### src/rtl/mips_decode_ctrl.sv
// -----------------------------------------------------------------------------
// mips_decode_ctrl
//
// Single-cycle decode/control block for the MIPS-subset datapath. Combines the
// main opcode decoder, the ALU-control decoder and the PC+4 incrementer. All
// decode is combinational; the only clocked element is a sticky, set-only
// illegal-instruction flag.
//
// Build option:
//   JUMP_EN  - when defined, opcode 000010 decodes as j (jump=1) and the
//              jump_target output port is present. When undefined, opcode
//              000010 is illegal, jump is tied low and jump_target is absent.
//
// Ports:
//   clk             in   1   rising-edge clock (sticky flag only)
//   reset           in   1   asynchronous, active-low reset
//   instruction     in  32   current instruction word
//   pc              in  32   current program counter
//   pc_end          out 32   pc + 4 (modulo 2^32, independent of reset)
//   RegDst          out  1   1 = destination rd [15:11], 0 = rt [20:16]
//   jump            out  1   jump instruction (gated low in reset)
//   Branch          out  1   beq (gated low in reset)
//   MemRead         out  1   data-memory read (gated low in reset)
//   MemtoReg        out  1   write-back from memory
//   MemWrite        out  1   data-memory write (gated low in reset)
//   ALUSrc          out  1   1 = ALU operand B is the immediate
//   RegWrite        out  1   register-file write enable (gated low in reset)
//   ALUOP           out  6   main-decoder ALU class
//   alu_control_out out  6   ALU operation code
//   illegal         out  1   unsupported opcode or funct (combinational)
//   illegal_sticky  out  1   registered, set-only illegal flag
//   jump_target     out 32   {pc_end[31:28], instr[25:0], 2'b00} (JUMP_EN only)
// -----------------------------------------------------------------------------
module mips_decode_ctrl (
  input  logic        clk,
  input  logic        reset,
  input  logic [31:0] instruction,
  input  logic [31:0] pc,
  output logic [31:0] pc_end,
  output logic        RegDst,
  output logic        jump,
  output logic        Branch,
  output logic        MemRead,
  output logic        MemtoReg,
  output logic        MemWrite,
  output logic        ALUSrc,
  output logic        RegWrite,
  output logic [5:0]  ALUOP,
  output logic [5:0]  alu_control_out,
  output logic        illegal,
`ifdef JUMP_EN
  output logic        illegal_sticky,
  output logic [31:0] jump_target
`else
  output logic        illegal_sticky
`endif
);

  // Opcodes
  localparam logic [5:0] OP_RTYPE = 6'b000000;
  localparam logic [5:0] OP_LW    = 6'b100011;
  localparam logic [5:0] OP_SW    = 6'b101011;
  localparam logic [5:0] OP_BEQ   = 6'b000100;
  localparam logic [5:0] OP_ADDI  = 6'b001000;
  localparam logic [5:0] OP_ANDI  = 6'b001100;
  localparam logic [5:0] OP_ORI   = 6'b001101;
  localparam logic [5:0] OP_SLTI  = 6'b001010;
  localparam logic [5:0] OP_J     = 6'b000010;

  // ALUOP classes
  localparam logic [5:0] ALUOP_ADD   = 6'd0;
  localparam logic [5:0] ALUOP_SUB   = 6'd1;
  localparam logic [5:0] ALUOP_FUNCT = 6'd2;
  localparam logic [5:0] ALUOP_AND   = 6'd3;
  localparam logic [5:0] ALUOP_OR    = 6'd4;
  localparam logic [5:0] ALUOP_SLT   = 6'd5;

  // ALU operation codes
  localparam logic [5:0] ALU_AND = 6'd0;
  localparam logic [5:0] ALU_OR  = 6'd1;
  localparam logic [5:0] ALU_ADD = 6'd2;
  localparam logic [5:0] ALU_SUB = 6'd6;
  localparam logic [5:0] ALU_SLT = 6'd7;
  localparam logic [5:0] ALU_NOR = 6'd12;

  // Funct field values accepted for R-type
  localparam logic [5:0] FN_ADD  = 6'b100000;
  localparam logic [5:0] FN_ADDU = 6'b100001;
  localparam logic [5:0] FN_SUB  = 6'b100010;
  localparam logic [5:0] FN_SUBU = 6'b100011;
  localparam logic [5:0] FN_AND  = 6'b100100;
  localparam logic [5:0] FN_OR   = 6'b100101;
  localparam logic [5:0] FN_SLT  = 6'b101010;
  localparam logic [5:0] FN_NOR  = 6'b100111;

  // Maps an ALUOP class (and funct for R-type) to an ALU operation code.
  function automatic logic [5:0] alu_code(input logic [5:0] aluop,
                                          input logic [5:0] funct);
    logic [5:0] code;
    code = ALU_ADD;
    case (aluop)
      ALUOP_ADD: code = ALU_ADD;
      ALUOP_SUB: code = ALU_SUB;
      ALUOP_AND: code = ALU_AND;
      ALUOP_OR:  code = ALU_OR;
      ALUOP_SLT: code = ALU_SLT;
      ALUOP_FUNCT: begin
        case (funct)
          FN_ADD, FN_ADDU: code = ALU_ADD;
          FN_SUB, FN_SUBU: code = ALU_SUB;
          FN_AND:          code = ALU_AND;
          FN_OR:           code = ALU_OR;
          FN_SLT:          code = ALU_SLT;
          FN_NOR:          code = ALU_NOR;
          default:         code = ALU_ADD;
        endcase
      end
      default: code = ALU_ADD;
    endcase
    return code;
  endfunction

  // True when the funct field is one the ALU-control decoder supports.
  function automatic logic funct_ok(input logic [5:0] funct);
    logic ok;
    case (funct)
      FN_ADD, FN_ADDU, FN_SUB, FN_SUBU,
      FN_AND, FN_OR, FN_SLT, FN_NOR: ok = 1'b1;
      default:                       ok = 1'b0;
    endcase
    return ok;
  endfunction

  logic [5:0] opcode_s;
  logic [5:0] funct_s;

  // Raw (ungated) main-decoder controls
  logic       reg_dst_s;
  logic       alu_src_s;
  logic       mem_to_reg_s;
  logic       reg_write_s;
  logic       mem_read_s;
  logic       mem_write_s;
  logic       branch_s;
  logic       jump_s;
  logic [5:0] aluop_s;
  logic       bad_opcode_s;
  logic       illegal_s;
  logic       illegal_sticky_r;

  assign opcode_s = instruction[31:26];
  assign funct_s  = instruction[5:0];

  // Main opcode decoder: control word and ALU class per opcode.
  always_comb begin
    reg_dst_s    = 1'b0;
    alu_src_s    = 1'b0;
    mem_to_reg_s = 1'b0;
    reg_write_s  = 1'b0;
    mem_read_s   = 1'b0;
    mem_write_s  = 1'b0;
    branch_s     = 1'b0;
    jump_s       = 1'b0;
    aluop_s      = ALUOP_ADD;
    bad_opcode_s = 1'b0;
    case (opcode_s)
      OP_RTYPE: begin
        reg_dst_s   = 1'b1;
        reg_write_s = 1'b1;
        aluop_s     = ALUOP_FUNCT;
      end
      OP_LW: begin
        alu_src_s    = 1'b1;
        mem_to_reg_s = 1'b1;
        reg_write_s  = 1'b1;
        mem_read_s   = 1'b1;
        aluop_s      = ALUOP_ADD;
      end
      OP_SW: begin
        alu_src_s   = 1'b1;
        mem_write_s = 1'b1;
        aluop_s     = ALUOP_ADD;
      end
      OP_BEQ: begin
        branch_s = 1'b1;
        aluop_s  = ALUOP_SUB;
      end
      OP_ADDI: begin
        alu_src_s   = 1'b1;
        reg_write_s = 1'b1;
        aluop_s     = ALUOP_ADD;
      end
      OP_ANDI: begin
        alu_src_s   = 1'b1;
        reg_write_s = 1'b1;
        aluop_s     = ALUOP_AND;
      end
      OP_ORI: begin
        alu_src_s   = 1'b1;
        reg_write_s = 1'b1;
        aluop_s     = ALUOP_OR;
      end
      OP_SLTI: begin
        alu_src_s   = 1'b1;
        reg_write_s = 1'b1;
        aluop_s     = ALUOP_SLT;
      end
`ifdef JUMP_EN
      OP_J: begin
        jump_s  = 1'b1;
        aluop_s = ALUOP_ADD;
      end
`else
      OP_J: begin
        // Jumps are not supported in this build.
        bad_opcode_s = 1'b1;
      end
`endif
      default: begin
        bad_opcode_s = 1'b1;
      end
    endcase
  end

  // Illegal when the opcode is unknown, or an R-type carries an unknown funct.
  always_comb begin
    if (bad_opcode_s) begin
      illegal_s = 1'b1;
    end else if (opcode_s == OP_RTYPE) begin
      illegal_s = ~funct_ok(funct_s);
    end else begin
      illegal_s = 1'b0;
    end
  end

  // Output stage: side-effecting controls are held low while reset is asserted.
  always_comb begin
    RegDst          = reg_dst_s;
    ALUSrc          = alu_src_s;
    MemtoReg        = mem_to_reg_s;
    ALUOP           = aluop_s;
    alu_control_out = alu_code(aluop_s, funct_s);
    illegal         = illegal_s;
    if (!reset) begin
      RegWrite = 1'b0;
      MemWrite = 1'b0;
      MemRead  = 1'b0;
      Branch   = 1'b0;
      jump     = 1'b0;
    end else begin
      RegWrite = reg_write_s;
      MemWrite = mem_write_s;
      MemRead  = mem_read_s;
      Branch   = branch_s;
      jump     = jump_s;
    end
  end

  assign pc_end = pc + 32'd4;

`ifdef JUMP_EN
  assign jump_target = {pc_end[31:28], instruction[25:0], 2'b00};
`endif

  // Sticky illegal flag: set-only, cleared solely by the asynchronous reset.
  always_ff @(posedge clk or negedge reset) begin
    if (!reset) begin
      illegal_sticky_r <= 1'b0;
    end else if (illegal_s) begin
      illegal_sticky_r <= 1'b1;
    end else begin
      illegal_sticky_r <= illegal_sticky_r;
    end
  end

  assign illegal_sticky = illegal_sticky_r;

endmodule

### config.mk
export PLATFORM = sky130hd
export DESIGN_NAME = mips_decode_ctrl
export DESIGN_NICKNAME = d
export VERILOG_FILES = /design/src/rtl/mips_decode_ctrl.sv
export SDC_FILE = /design/constraint.sdc
export NUM_CORES = 1
export LEC_CHECK = 0
export BUFFER_PORTS_ARGS = -buffer_cell sky130_fd_sc_hd__buf_2
export CAP_MARGIN = 20
export CORE_MARGIN = 2
export CORE_UTILIZATION = 33
export CTS_BUF_LIST = sky130_fd_sc_hd__clkbuf_4
export CTS_CLUSTER_DIAMETER = 60
export DETAILED_ROUTE_END_ITERATION = 12
export HOLD_SLACK_MARGIN = 0.02
export PLACE_DENSITY = 0.92
export RECOVER_POWER = 25
export SLEW_MARGIN = 10
export SYNTH_ARGS = -nofsm -noshare
export SYNTH_HDL_FRONTEND = slang
export SYNTH_SLANG_ARGS = --single-unit
### constraint.sdc
create_clock -name clk -period 2.4 [get_ports clk]
set_clock_uncertainty 0.15 [all_clocks]
set_input_delay 0.48 -clock clk [delete_from_list [all_inputs] [get_ports clk]]
set_output_delay 0.48 -clock clk [all_outputs]
set_load 0.01 [all_outputs]
# Word level (Yosys, flattened, before mapping)
# Index checks and enable logic that the tools add are counted.
# totals
regBits,1
out_inout_bits,54
word_cells,47
# op_classes
add_sub_neg,1
eq_ne,20
n_mux,18
bitwise_logic,1
reduce_logical,6
# op_table
operator,n
$eq 6x6->1 const B,10
$pmux 4 s5,2
$add 32x3->32 const B,1
$eq 6x4->1 const B,4
$eq 6x3->1 const B,3
$reduce_or 8->1,2
$mux 1,15
$pmux 3 s5,1
$eq 6x2->1 const B,2
$reduce_or 6->1,2
$eq 6x1->1 const B,1
$logic_not 6->1,1
$reduce_or 2->1,1
$not 1->1,1

# Depth between registers and ports, before layout
# logic_depth
word_depth,8
mapped_depth,5
depth_no_buf,5

# Worst setup path before layout
# No wires, ideal clock.
# synth_path
path_kind,input to output
from,input instruction[30]
to,output alu_control_out[2]
arrival_time_ps,1617
t_required_ps,1770
setup_slack_ps,153
stages,5
n_path_buf,1
cell_sequence,clkbuf_2 or4_4 nor3_4 nand3_1 o21ai_1
# synth_between
elab_chain_cells,4
elab_cells_between_ends,12
cone_classes,eq/ne: 9; mux: 2; reduce/logical: 1
# synth_rtl
element,line,text
from (decl),37,"input logic [31:0] instruction,"
"$eq 6x4->1, or another cell as far along",166,case (opcode_s)
$pmux 3 s5 *,166,
"$eq 6x2->1, or another cell as far along",101,case (aluop)
$pmux 4 s5 *,101,
to (decl),49,"output logic [5:0] alu_control_out,"
# Mark *: on every way between the ends. The rest lies on a longest branch, timed or not.

# Final worst setup path
# layout_path
from,input instruction[27]
to,output illegal
# layout_between
elab_chain_cells,3
elab_cells_between_ends,11
cone_classes,eq/ne: 7; mux: 2; reduce/logical: 2
# layout_rtl
element,line,text
"$eq 6x4->1, or another cell as far along",166,
$reduce_or 8->1 (no line) / $mux 1 (equally long branches),-,
$mux 1 *,227,if (bad_opcode_s) begin
to (decl),50,"output logic illegal,"
# Marked as above.

==> summary.md <==
The initial cell density of the core came out at 34.71%. The total number of cells along the worst setup path came out at 6. Yosys mapped the design onto 40 distinct sky130hd cell types. Entering global routing, the biggest net connects 10 pins.

The mean number of vias per cell was 5.122; the core outline area was 2758 um^2. The time the final worst path needs with I/O delays and setup works out to 2359 ps. Once detail routing completed, the nets flagged for antenna violations numbered 0.

For this run, the post-layout net count is 309. The top-level I/O count was 120. The flip-flop and latch count after synthesis is 1. Setup violations remaining at the end of the flow were counted as 0. The critical path goes through buf_6 -> or4_4 -> nor3_4 -> a21boi_2 -> or3_1 -> buf_2. After clock tree synthesis, the flow added hold-fix buffers numbering 0.

Of all nets on the critical path, the largest fanout is 4. Critical path buffer and inverter count: 2. The detailed router placed 1,388 vias in this run. The worst reg-to-reg path cell count is 1, and the post-synthesis cell count is 142.

The tools report the end point of the critical path as illegal. In the post-synthesis netlist, the biggest area contributors are sky130_fd_sc_hd__xnor2_1, sky130_fd_sc_hd__nand3_1, sky130_fd_sc_hd__buf_4. Reg-to-reg setup timing slack: 1240 ps. The run gives 0 as the final hold violation count. Die extent in x: 57.86 um. The total overflow left after global routing is 0. After detailed routing, the number of remaining DRC violations is 0. After layout, the worst setup slack is 41.42 ps. The logs give 1770 ps for the data required time at the worst endpoint and 17.05% for the global routing usage on met1. The largest single stage delay on the critical path is 560 ps. The number of enable flip-flop cells after synthesis came out at 0. Overall power consumption after layout is estimated at 0.2201 mW. The average detailed-routed wire length per instance was 11.27 um; the register area share after synthesis was 2.614%. The leakage component of the power is 0.7412 nW.

The met3 global-route usage is 2.009%. Broken down by cell family, the worst path's largest delay share belongs to simple AND/OR/NAND/NOR gates. The tools report the met2 track demand over resource as 34.25%. The share of cells above drive strength 1 is 44.17%. The floorplan step defined a die boundary enclosing 3347 um^2.

Once layout is complete, the cells apart from fillers number 271. During placement, the flow inserted port buffers numbering 89. Global routing used 15.97% of the available tracks across all layers.

After synthesis, the share of flip-flops with an asynchronous set or reset is 100.0%. The average instance in the mapped netlist occupies 6.741 um^2. Number of max-slew violations in the final report: 0.

The count of warnings emitted by yosys was 0; the layout overhead on the synthesized area was 59.48%. The tools report the critical path launch point as instruction[27]. Routability-driven placement finished with a final weighted congestion of 0.8640. Once detailed placement completed, the half-perimeter wirelength came to 2656 um. The critical path is of the in2out type. The maximum VDD drop came out at 0.1223 mV. The number of flip-flops in the largest register works out to 1. The endpoint identified for the worst register-to-register timing path is illegal_sticky.

The first routing iteration left 51 violations. Top cell type by total area after synthesis: sky130_fd_sc_hd__xnor2_1. In this run the cell area of the synthesized design comes to 957.2 um^2.

Critical path launch point type: an input port. The slowest stage of the critical path is the sky130_fd_sc_hd__or4_4 cell. Data arrives at the worst endpoint at 1730 ps. The kind of path behind the tightest hold check was in2async.

The tools report the setup TNS as 0 ps. The vertical die dimension was 57.86 um. The number of global-route vias before repair was 1,149. The worst path uses 98.27% of the clock period. After clock tree synthesis, the clock-pin slew on the worst setup and hold paths is 0 ps. The count of maximum capacitance violations came out at 0. Wires add up to 3054 um. After floorplanning, the core was divided into 19 placement rows. Once placement completed, the tool counted placed cells totaling 270. The first global-routing pass estimated 4512 um of wire. The worst setup path is captured at a primary output. Before CTS, the worst setup slack after placement is 14.01 ps. Setup repair after global routing could not meet its margin everywhere.

The most used flip-flop cell after synthesis is sky130_fd_sc_hd__dfrtp_1. The number of antenna violations at the first check in global routing was 0; the area share of the leading cell type in the synthesized netlist was 21.05%. The flow ran to the end, and the final reports show no timing, DRC or antenna violations. The run gives 424.0 MHz as the maximum clock rate. The run gives 0 as the number of antenna diodes. Startpoint of the lowest-slack register-to-register path: illegal_sticky.

Global routing's busiest layer: met2. The first detailed-routing pass took 4 iterations. The clock latency on the worst-skew pair is 0 ps, and the total power per unit cell area is 144.2 nW/um^2.
-- Yosys cell counts, types with 2 or more instances --
cell type / number
sky130_fd_sc_hd__xnor2_1: 23
sky130_fd_sc_hd__nand3_1: 17
sky130_fd_sc_hd__nor2_1: 15
sky130_fd_sc_hd__nand2_1: 13
sky130_fd_sc_hd__buf_4: 9
sky130_fd_sc_hd__nand4_1: 9
sky130_fd_sc_hd__inv_1: 6
sky130_fd_sc_hd__xor2_1: 5
sky130_fd_sc_hd__and3_1: 4
sky130_fd_sc_hd__and4_1: 3
sky130_fd_sc_hd__nand2b_1: 3
sky130_fd_sc_hd__a21oi_1: 2
sky130_fd_sc_hd__nand3b_1: 2
sky130_fd_sc_hd__nor2b_1: 2
sky130_fd_sc_hd__nor3_1: 2
sky130_fd_sc_hd__nor4_1: 2
sky130_fd_sc_hd__o32ai_1: 2
-- layout by cell type, fill, tap and decap left out, types with 2 or more instances in the layout --
cell type / Yosys / routed
sky130_fd_sc_hd__a21oi_1: 2 / 2
sky130_fd_sc_hd__and3_1: 4 / 4
sky130_fd_sc_hd__and4_1: 3 / 3
sky130_fd_sc_hd__buf_2: 1 / 82
sky130_fd_sc_hd__buf_4: 9 / 14
sky130_fd_sc_hd__buf_6: 0 / 2
sky130_fd_sc_hd__clkbuf_1: 0 / 6
sky130_fd_sc_hd__conb_1: 1 / 6
sky130_fd_sc_hd__inv_1: 6 / 6
sky130_fd_sc_hd__nand2_1: 13 / 13
sky130_fd_sc_hd__nand2b_1: 3 / 3
sky130_fd_sc_hd__nand3_1: 17 / 16
sky130_fd_sc_hd__nand3b_1: 2 / 2
sky130_fd_sc_hd__nand4_1: 9 / 9
sky130_fd_sc_hd__nor2_1: 15 / 15
sky130_fd_sc_hd__nor2b_1: 2 / 2
sky130_fd_sc_hd__nor3_1: 2 / 2
sky130_fd_sc_hd__nor4_1: 2 / 2
sky130_fd_sc_hd__o32ai_1: 2 / 2
sky130_fd_sc_hd__xnor2_1: 23 / 23
sky130_fd_sc_hd__xor2_1: 5 / 5
-- stage by stage --
step           utilization (%)  area, um^2  hold slack [ps]
2_1_floorplan                -       975.9            34.41
3_5_place_dp             53.95        1488            128.0
6_report                 55.35        1526            139.8
3_3_place_gp             53.95        1488            127.6
5_1_grt                  55.35        1526            148.4
4_1_cts                  53.95        1488            128.3
-- layer usage --
layer	vias up	wire [um]
li1	696	-
met1	623	1134
met2	69	1627
met3	0	291
met4	0	0
met5	-	0
-- what timing repair did --
| item | 4_1_cts | 5_1_grt |
|---|---|---|
| buffers inserted | 0 | 1 |
| setup endpoints to repair | 0 | 12 |
| gates resized for setup | 0 | 6 |
-- power breakdown --
group | switching [mW] | internal, mW | leakage, nW
combinational | 0.112 | 0.0913 | 0.732
sequential | 0 | 0.0172 | 0.00875
clock | 0 | 0 | 0
-- cell type report --
type,count,area (um^2)
repair buffers,104,560.5
multi-input cells,129,879.6
flip-flops and latches,1,25.02
fillers,246,1231
well taps,31,38.79
inverters,6,22.52
-- cell families after synthesis --
family	Yosys count	synth area share [%]
mux	1	1.046
compound gates	14	11.63
fa+ha+maj	1	1.307
simple gates	79	46.93
other cells	1	0.3918
xor+xnor	28	25.62
buf+inv	17	10.46
flops	1	2.614
-- worst min-delay path by stage --
stage                          end  depth (start not counted)
global placement    illegal_sticky                          1
detailed placement  illegal_sticky                          1
CTS                 illegal_sticky                          1
finish              illegal_sticky                          1
floorplan           illegal_sticky                          0
global route        illegal_sticky                          1
(Power assumes the default switching activity.)
